File: config.mk
export PLATFORM = sky130hd
export DESIGN_NAME = unified_mem_arbiter
export DESIGN_NICKNAME = d
export VERILOG_FILES = /design/src/rtl/femto_pkg.sv /design/src/rtl/arb_starve_ctr.sv /design/src/rtl/unified_mem_arbiter.sv
export SDC_FILE = /design/constraint.sdc
export NUM_CORES = 1
export LEC_CHECK = 0
export ABC_AREA = 1
export BUFFER_PORTS_ARGS = -buffer_cell sky130_fd_sc_hd__buf_2
export CAP_MARGIN = 20
export CORE_AREA = 2 2 93 95
export DETAILED_ROUTE_END_ITERATION = 10
export DIE_AREA = 0 0 95 97
export PLACE_DENSITY = 0.63
export SLEW_MARGIN = 15
export SYNTH_ARGS = -nofsm -noshare
export SYNTH_HDL_FRONTEND = slang
export SYNTH_SLANG_ARGS = --single-unit
File: constraint.sdc
create_clock -name clk -period 1.7 [get_ports clk]
set_input_delay 0 -clock clk [delete_from_list [all_inputs] [get_ports clk]]
set_output_delay 0 -clock clk [all_outputs]
set_load 0.005 [all_outputs]
File: src/rtl/femto_pkg.sv
// Shared types and constants for the unified instruction/data memory arbiter.
package femto_pkg;

    typedef enum logic [1:0] {
        OWN_NONE = 2'd0,
        OWN_IF   = 2'd1,
        OWN_DM   = 2'd2
    } owner_t;

    // Byte-to-word address shift for the 32-bit memory.
    localparam int unsigned MEM_ADDR_LSB = 2;

endpackage

File: src/rtl/arb_starve_ctr.sv
// Saturating count of consecutive denied fetch cycles; raises force_if once the limit is reached.
module arb_starve_ctr #(
    parameter int unsigned IF_STARVE_MAX = 4
) (
    input  logic clk,
    input  logic reset,
    input  logic if_req,
    input  logic if_gnt,
    output logic force_if
);

    localparam int unsigned CNT_W = $clog2(IF_STARVE_MAX + 1);
    localparam logic [CNT_W-1:0] CNT_MAX = CNT_W'(IF_STARVE_MAX);

    logic [CNT_W-1:0] cnt_q, cnt_d;

    always_comb begin
        cnt_d = cnt_q;
        if (!if_req || if_gnt) begin
            cnt_d = '0;
        end else if (cnt_q != CNT_MAX) begin
            cnt_d = cnt_q + 1'b1;
        end
    end

    always_ff @(posedge clk or negedge reset) begin
        if (!reset) begin
            cnt_q <= '0;
        end else begin
            cnt_q <= cnt_d;
        end
    end

    assign force_if = (cnt_q == CNT_MAX);

endmodule

File: src/rtl/unified_mem_arbiter.sv
// Arbitrates fetch and load/store ports onto one single-port synchronous memory.
// Define MEM_ARB_PERF_EN to add the perf_conflicts / perf_if_stalls counters.
module unified_mem_arbiter
    import femto_pkg::*;
#(
    parameter int unsigned ADDR_W        = 6,
    parameter int unsigned DATA_W        = 32,
    parameter int unsigned IF_STARVE_MAX = 4
) (
    input  logic              clk,
    input  logic              reset,
    input  logic              if_req,
    input  logic [31:0]       if_addr,
    output logic              if_gnt,
    output logic              if_rvalid,
    output logic [DATA_W-1:0] if_rdata,
    input  logic              dm_req,
    input  logic              dm_we,
    input  logic [31:0]       dm_addr,
    input  logic [DATA_W-1:0] dm_wdata,
    output logic              dm_gnt,
    output logic              dm_rvalid,
    output logic [DATA_W-1:0] dm_rdata,
    output logic              dm_err,
`ifdef MEM_ARB_PERF_EN
    output logic [31:0]       perf_conflicts,
    output logic [31:0]       perf_if_stalls,
`endif
    output logic              mem_en,
    output logic              mem_we,
    output logic [ADDR_W-1:0] mem_addr,
    output logic [DATA_W-1:0] mem_wdata,
    input  logic [DATA_W-1:0] mem_rdata
);

    logic   force_if;
    logic   dm_misaligned;
    logic   dm_err_q, dm_err_d;
    owner_t owner_q, owner_d;

    logic unused_addr_bits;
    assign unused_addr_bits = ^{if_addr[31:ADDR_W+MEM_ADDR_LSB], if_addr[MEM_ADDR_LSB-1:0],
                                dm_addr[31:ADDR_W+MEM_ADDR_LSB]};

    arb_starve_ctr #(
        .IF_STARVE_MAX(IF_STARVE_MAX)
    ) u_starve (
        .clk     (clk),
        .reset   (reset),
        .if_req  (if_req),
        .if_gnt  (if_gnt),
        .force_if(force_if)
    );

    assign dm_misaligned = (dm_addr[MEM_ADDR_LSB-1:0] != '0);

    // Grants are held off while reset is asserted so nothing reaches memory.
    always_comb begin
        dm_gnt    = reset & dm_req & ~force_if;
        if_gnt    = reset & if_req & ~dm_gnt;
        mem_en    = if_gnt | (dm_gnt & ~dm_misaligned);
        mem_we    = dm_gnt & dm_we & ~dm_misaligned;
        mem_addr  = '0;
        mem_wdata = '0;
        if (dm_gnt) begin
            mem_addr  = dm_addr[ADDR_W+MEM_ADDR_LSB-1:MEM_ADDR_LSB];
            mem_wdata = dm_wdata;
        end else if (if_gnt) begin
            mem_addr  = if_addr[ADDR_W+MEM_ADDR_LSB-1:MEM_ADDR_LSB];
        end
    end

    always_comb begin
        owner_d  = OWN_NONE;
        dm_err_d = 1'b0;
        if (dm_gnt && !dm_we) begin
            owner_d  = OWN_DM;
            dm_err_d = dm_misaligned;
        end else if (if_gnt) begin
            owner_d  = OWN_IF;
        end
    end

    always_ff @(posedge clk or negedge reset) begin
        if (!reset) begin
            owner_q  <= OWN_NONE;
            dm_err_q <= 1'b0;
        end else begin
            owner_q  <= owner_d;
            dm_err_q <= dm_err_d;
        end
    end

    always_comb begin
        if_rvalid = (owner_q == OWN_IF);
        dm_rvalid = (owner_q == OWN_DM);
        if_rdata  = if_rvalid ? mem_rdata : '0;
        dm_rdata  = (dm_rvalid && !dm_err_q) ? mem_rdata : '0;
        // Misaligned loads answer a cycle later; misaligned stores answer at grant.
        dm_err    = (dm_rvalid & dm_err_q) | (dm_gnt & dm_we & dm_misaligned);
    end

`ifdef MEM_ARB_PERF_EN
    logic [31:0] conflicts_q, if_stalls_q;

    always_ff @(posedge clk or negedge reset) begin
        if (!reset) begin
            conflicts_q <= '0;
            if_stalls_q <= '0;
        end else begin
            if (if_req && dm_req && conflicts_q != '1) begin
                conflicts_q <= conflicts_q + 1'b1;
            end
            if (if_req && !if_gnt && if_stalls_q != '1) begin
                if_stalls_q <= if_stalls_q + 1'b1;
            end
        end
    end

    assign perf_conflicts = conflicts_q;
    assign perf_if_stalls = if_stalls_q;
`endif

endmodule

Yosys cells after proc, flatten, opt, wreduce, memory -nomap -nowiden
Index checks and enable logic that the tools add are counted.
- output and inout port bits: 109
- word-level logic and storage cells: 40
- register bits: 6
- bits of input ports: 133
- equality and inequality tests: 4
- mux-type cells: 10
- bitwise operators: 14
- reductions and logical operators: 8
- $add $sub $neg: 1
- operator list (cell ; number):
    $mux 32 ; 3
    $mux 6 ; 2
    $and 1x1->1 ; 9
    $mux 3 ; 2
    $reduce_bool 2->1 ; 2
    $add 3x1->3 const B ; 1
    $eq 3x3->1 const B ; 1
    $logic_not 1->1 ; 3
    $ne 3x3->1 const B ; 1
    $not 1->1 ; 3
    $eq 2x1->1 const B ; 1
    $eq 2x2->1 const B ; 1
    $logic_and 1x1->1 ; 2
    $mux 1 ; 2
    $mux 2 ; 1
    $or 1x1->1 ; 2
    $logic_or 1x1->1 ; 1

Longest topological paths before layout
- depth after elaboration: 7
- gate-level depth with buffers: 7
- mapped depth without buffers: 7

Modules after synthesis
From an unflattened synthesis, not the netlist that was laid out.
- cells, all modules: 246
- area, all modules: 1213.7 µm²
- modules (own cells, without submodules) (module ; instances ; area each (µm²) ; cells each ; seq. area each (µm²)):
    unified_mem_arbiter ; 1 ; 1004.7 ; 219 ; 75.1
    arb_starve_ctr ; 1 ; 209.0 ; 27 ; 75.1

Worst setup path after synthesis
No wires, ideal clock.
- path kind: register to register
- start point: reg u_starve.cnt_q[0]
- end point: reg dm_err_q
- required time: 1620 ps
- cell stages (with the launch flop): 7
- buffers on the path: 1
- setup slack: 546 ps
- period minus slack after synthesis: 1154 ps
- arrival: 1074 ps
- library setup time: 80 ps
- cells stage by stage: dfrtp_1 inv_1 ha_1 nand2_2 nand2_2 buf_4 nor3b_2
- word-level cells in the longest chain between the ends: 5
- RTL lines (item ; line ; RTL):
    start: declaration ; arb_starve_ctr.sv:15 ; logic [CNT_W-1:0] cnt_q, cnt_d;
    start signal: assignment ; arb_starve_ctr.sv:30 ; cnt_q <= cnt_d;
    $eq 3x3->1 ; arb_starve_ctr.sv:34 ; assign force_if = (cnt_q == CNT_MAX);
    $not 1->1 ; unified_mem_arbiter.sv:59 ; dm_gnt = reset & dm_req & ~force_if;
    $and 1x1->1 ; unified_mem_arbiter.sv:59 ;
    $logic_and 1x1->1 ; unified_mem_arbiter.sv:76 ; if (dm_gnt && !dm_we) begin
    $mux 1 ; unified_mem_arbiter.sv:76 ;
    via dm_err_d ; unified_mem_arbiter.sv:38 ; logic dm_err_q, dm_err_d;
    end signal: assignment ; unified_mem_arbiter.sv:90 ; dm_err_q <= dm_err_d;
    end: declaration ; unified_mem_arbiter.sv:38 ;
The timed path passes the listed nets, and every way through them passes these cells.
A chain may end at the register's enable or synchronous reset.

Worst setup path in the final report
- start point: reg u_starve.cnt_q[0]
- end point: out mem_addr[3]
- word-level cells in the longest chain between the ends: 7
- RTL lines (item ; line ; RTL):
    $eq 3x3->1 (*) ; arb_starve_ctr.sv:34 ;
    $not 1->1 (*) ; unified_mem_arbiter.sv:59 ;
    $and 1x1->1 (*) ; unified_mem_arbiter.sv:59 ;
    $not 1->1 ; unified_mem_arbiter.sv:60 ; if_gnt = reset & if_req & ~dm_gnt;
    $and 1x1->1 ; unified_mem_arbiter.sv:60 ;
    $mux 6 ; unified_mem_arbiter.sv:68 ; end else if (if_gnt) begin
    $mux 6 (*) ; unified_mem_arbiter.sv:65 ; if (dm_gnt) begin
    end: declaration ; unified_mem_arbiter.sv:31 ; output logic [ADDR_W-1:0] mem_addr,
Every way passes the cells marked *; elsewhere a longest branch is shown, timed or not.

==> flow_summary.yaml <==
outcome:
  outcome: "completed"
final_layout:
  fin_util: 0.277
  final_common_cell: "buf_2"
  layout-drive-gt1-share: 0.494
  area_delta_synth_final_pct: 97.2
  fin_nets: 564
  final_cell_mix: "buf_2 (191), nor2_1 (99), inv_1 (75)"
  n_antenna_cell: 0
setup_path:
  crit_type: "reg2out"
  critPathBufInv: 3
  end_kind: "output port"
  critPathMaxStageDelay_ps: 370
  startpoint_type: "register"
  crit_chain: "inv_1 > ha_1 > nand2_2 > nand2_8 > buf_12 > nand3_1 > nand2_1 > buf_2"
  critPathMaxFanout: 28
  critPathRequiredTime_ps: 1700
  cp.arrival_ps: 1560
  slowest_stage: "dfrtp_1"
  cp_top_family: "simple AND/OR/NAND/NOR gates"
grt:
  grt_pass1_vias: 1614
  antenna_found_initial: 0
  grt_pass1_wl_um: 6670
  grt_max_degree: 33
  grt_overflow_total: 0
  grt_usage: 0.0876
clocking:
  cts_tree: "done"
  ctsRootBufferMaster: "clkbuf_8"
  clock_sinks: 6
  clockBufferDepth: 2
  htree_levels: 1
  numCtsBuffers: 3
  clock_latency_ps: 220
  path_clk_slew_ps: 30
synthesis:
  ys_seq_area_frac: 0.131
  yosysTopAreaCell: "nor2_1"
  synth_cell_type_count: 18
  synth_seq_cells: 6
  avgSynthCellArea_um2: 4.83
  synth_area_leaders: "nor2_1 (32%), inv_1 (25%), dfrtp_1 (13%)"
  netlist.area_leader.share: 0.325
  synth_fp_nets: 372
  syn_area_um2: 1140
  ys_warn_count: 0
  syn_inst: 237
pwr:
  p_int_w: 0.000510
  p_leak_nw: 1.77
  powerDensity_nw_per_um2: 348
  power_frac_comb: 0.530
  p_seq_frac: 0.206
  power.share.switching: 0.351
  ir_worst_vdd_mv: 0.299
  power.switching_w: 0.000276
  pwr-share-clk: 0.264
detailed_routing:
  initialDrtViolationCount: 20
  drc: 0
  totalWireLength_um: 4550
  wl_per_cell_um: 8.56
  via_per_inst: 3.58
  dr.pass1.iters: 3
  vias: 1907
  ant_nets: 0
sta:
  setup_viol: 0
  slew_headroom: 0.595
  setup_tns_ps: 0
  tightestPinTransition_ps: 606
  finalCritPeriodShare: 0.915
  hold_viol: 0
  fin_crit_ps: 1560
  rsz0062_at_grt: "no"
  fin_worst_skew_ps: 1.07
  drv_slew: 0
  max_freq_mhz: 643
die:
  die_area_um2: 9220
  die_x_um: 95
  io_pins: 242
  coreArea_um2: 8130
  rows: 33
  start_util: 0.141
  die_y_um: 97
placement:
  io_buffers: 191
  hpwlAfterDp_um: 3980
  gp_congestion: 0.701
flow_run:
  max-cap-violations: 0
worst_hold_path:
  worstHoldPathType: "in2reg"
power by group through the flow:
stage	registers [W]	logic [W]	clock network (W)
after floorplan	0.000163	0.000202	0
after global placement	0.000163	0.000397	0
after detailed placement	0.000164	0.000407	0
after CTS	0.000162	0.000414	0.000214
after global routing	0.000164	0.000478	0.000221
final	0.000162	0.000416	0.000207
cell families after synthesis:
kind of cell	synth area share
xor gates and xnor gates	0.00765
DFF	0.131
AOI/OAI and AO/OA	0.0131
adders and majority gates	0.0219
and+or+nand+nor	0.493
buffers and inverters	0.333
state kept, by name, summed over array words and instances (netlist names):
register and cells:
u_starve.cnt_q 3, owner_q 2, dm_err_q 1
synthesized netlist by cell type:
library cell,count
buf_2,3
buf_4,1
buf_6,5
clkbuf_8,1
dfrtp_1,6
ha_1,2
inv_1,75
inv_2,2
nand2_1,22
nand2_2,3
nand3_1,6
nor2_1,99
nor2_2,5
nor2_4,1
nor3b_2,1
o21ai_0,3
or2_2,1
xor2_1,1
through the flow:
step	cells	hold WS (ps)	total power [W]	setup WS (ps)	cell area [µm²]
after floorplan	237	-296	0.000365	546	1140
after global placement	524	-157	0.000561	241	2160
after detailed placement	524	-154	0.000571	189	2160
after CTS	529	75.8	0.000791	53.9	2230
after global routing	532	92.7	0.000863	6.84	2260
final	532	74.3	0.000785	145	2260
worst min-delay path: cells and delay by family:
family | cells | cell delay (ps)
simple gates | 2 | 170
buf+inv | 1 | 80
per-layer routing:
metal	wire length [µm]	GRT usage	up-vias
li1	-	-	1016
met1	1620	0.0796	767
met2	2290	0.185	122
met3	616	0.0171	2
met4	22	0.0234	0
met5	0	0	-
timing repair:
| item | CTS | global route |
|---|---|---|
| pin swaps | 0 | 1 |
| buffers inserted | 0 | 3 |
| hold buffers | 2 | 0 |
| gates resized for setup | 1 | 1 |
| hold endpoints to repair | 8 | 0 |
| setup endpoints to repair | 5 | 6 |
final timing paths:
kind / cells past startpoint / slack (ps) / from / end
setup / recovery: 8 / 140 / u_starve.cnt_q[0] / mem_addr[3]
hold / removal: 3 / 70 / if_req / u_starve.cnt_q[2]
setup reg to reg: 7 / 400 / u_starve.cnt_q[0] / u_starve.cnt_q[0]
hold reg to reg: 3 / 660 / u_starve.cnt_q[0] / u_starve.cnt_q[0]
max in group asynchronous: 2 / 1400 / reset / dm_err_q
min in group asynchronous: 2 / 150 / reset / u_starve.cnt_q[0]
area by class of cell:
| type | instances | area [µm²] |
|---|---|---|
| repair buffers | 197 | 1020 |
| flip-flops and latches | 6 | 150 |
| well taps | 105 | 131 |
| clock buffers | 3 | 41.3 |
| inverters | 77 | 289 |
| fillers | 923 | 5880 |
| multi-input cells | 144 | 627 |
Note: power is estimated with default switching activity, not from simulation.
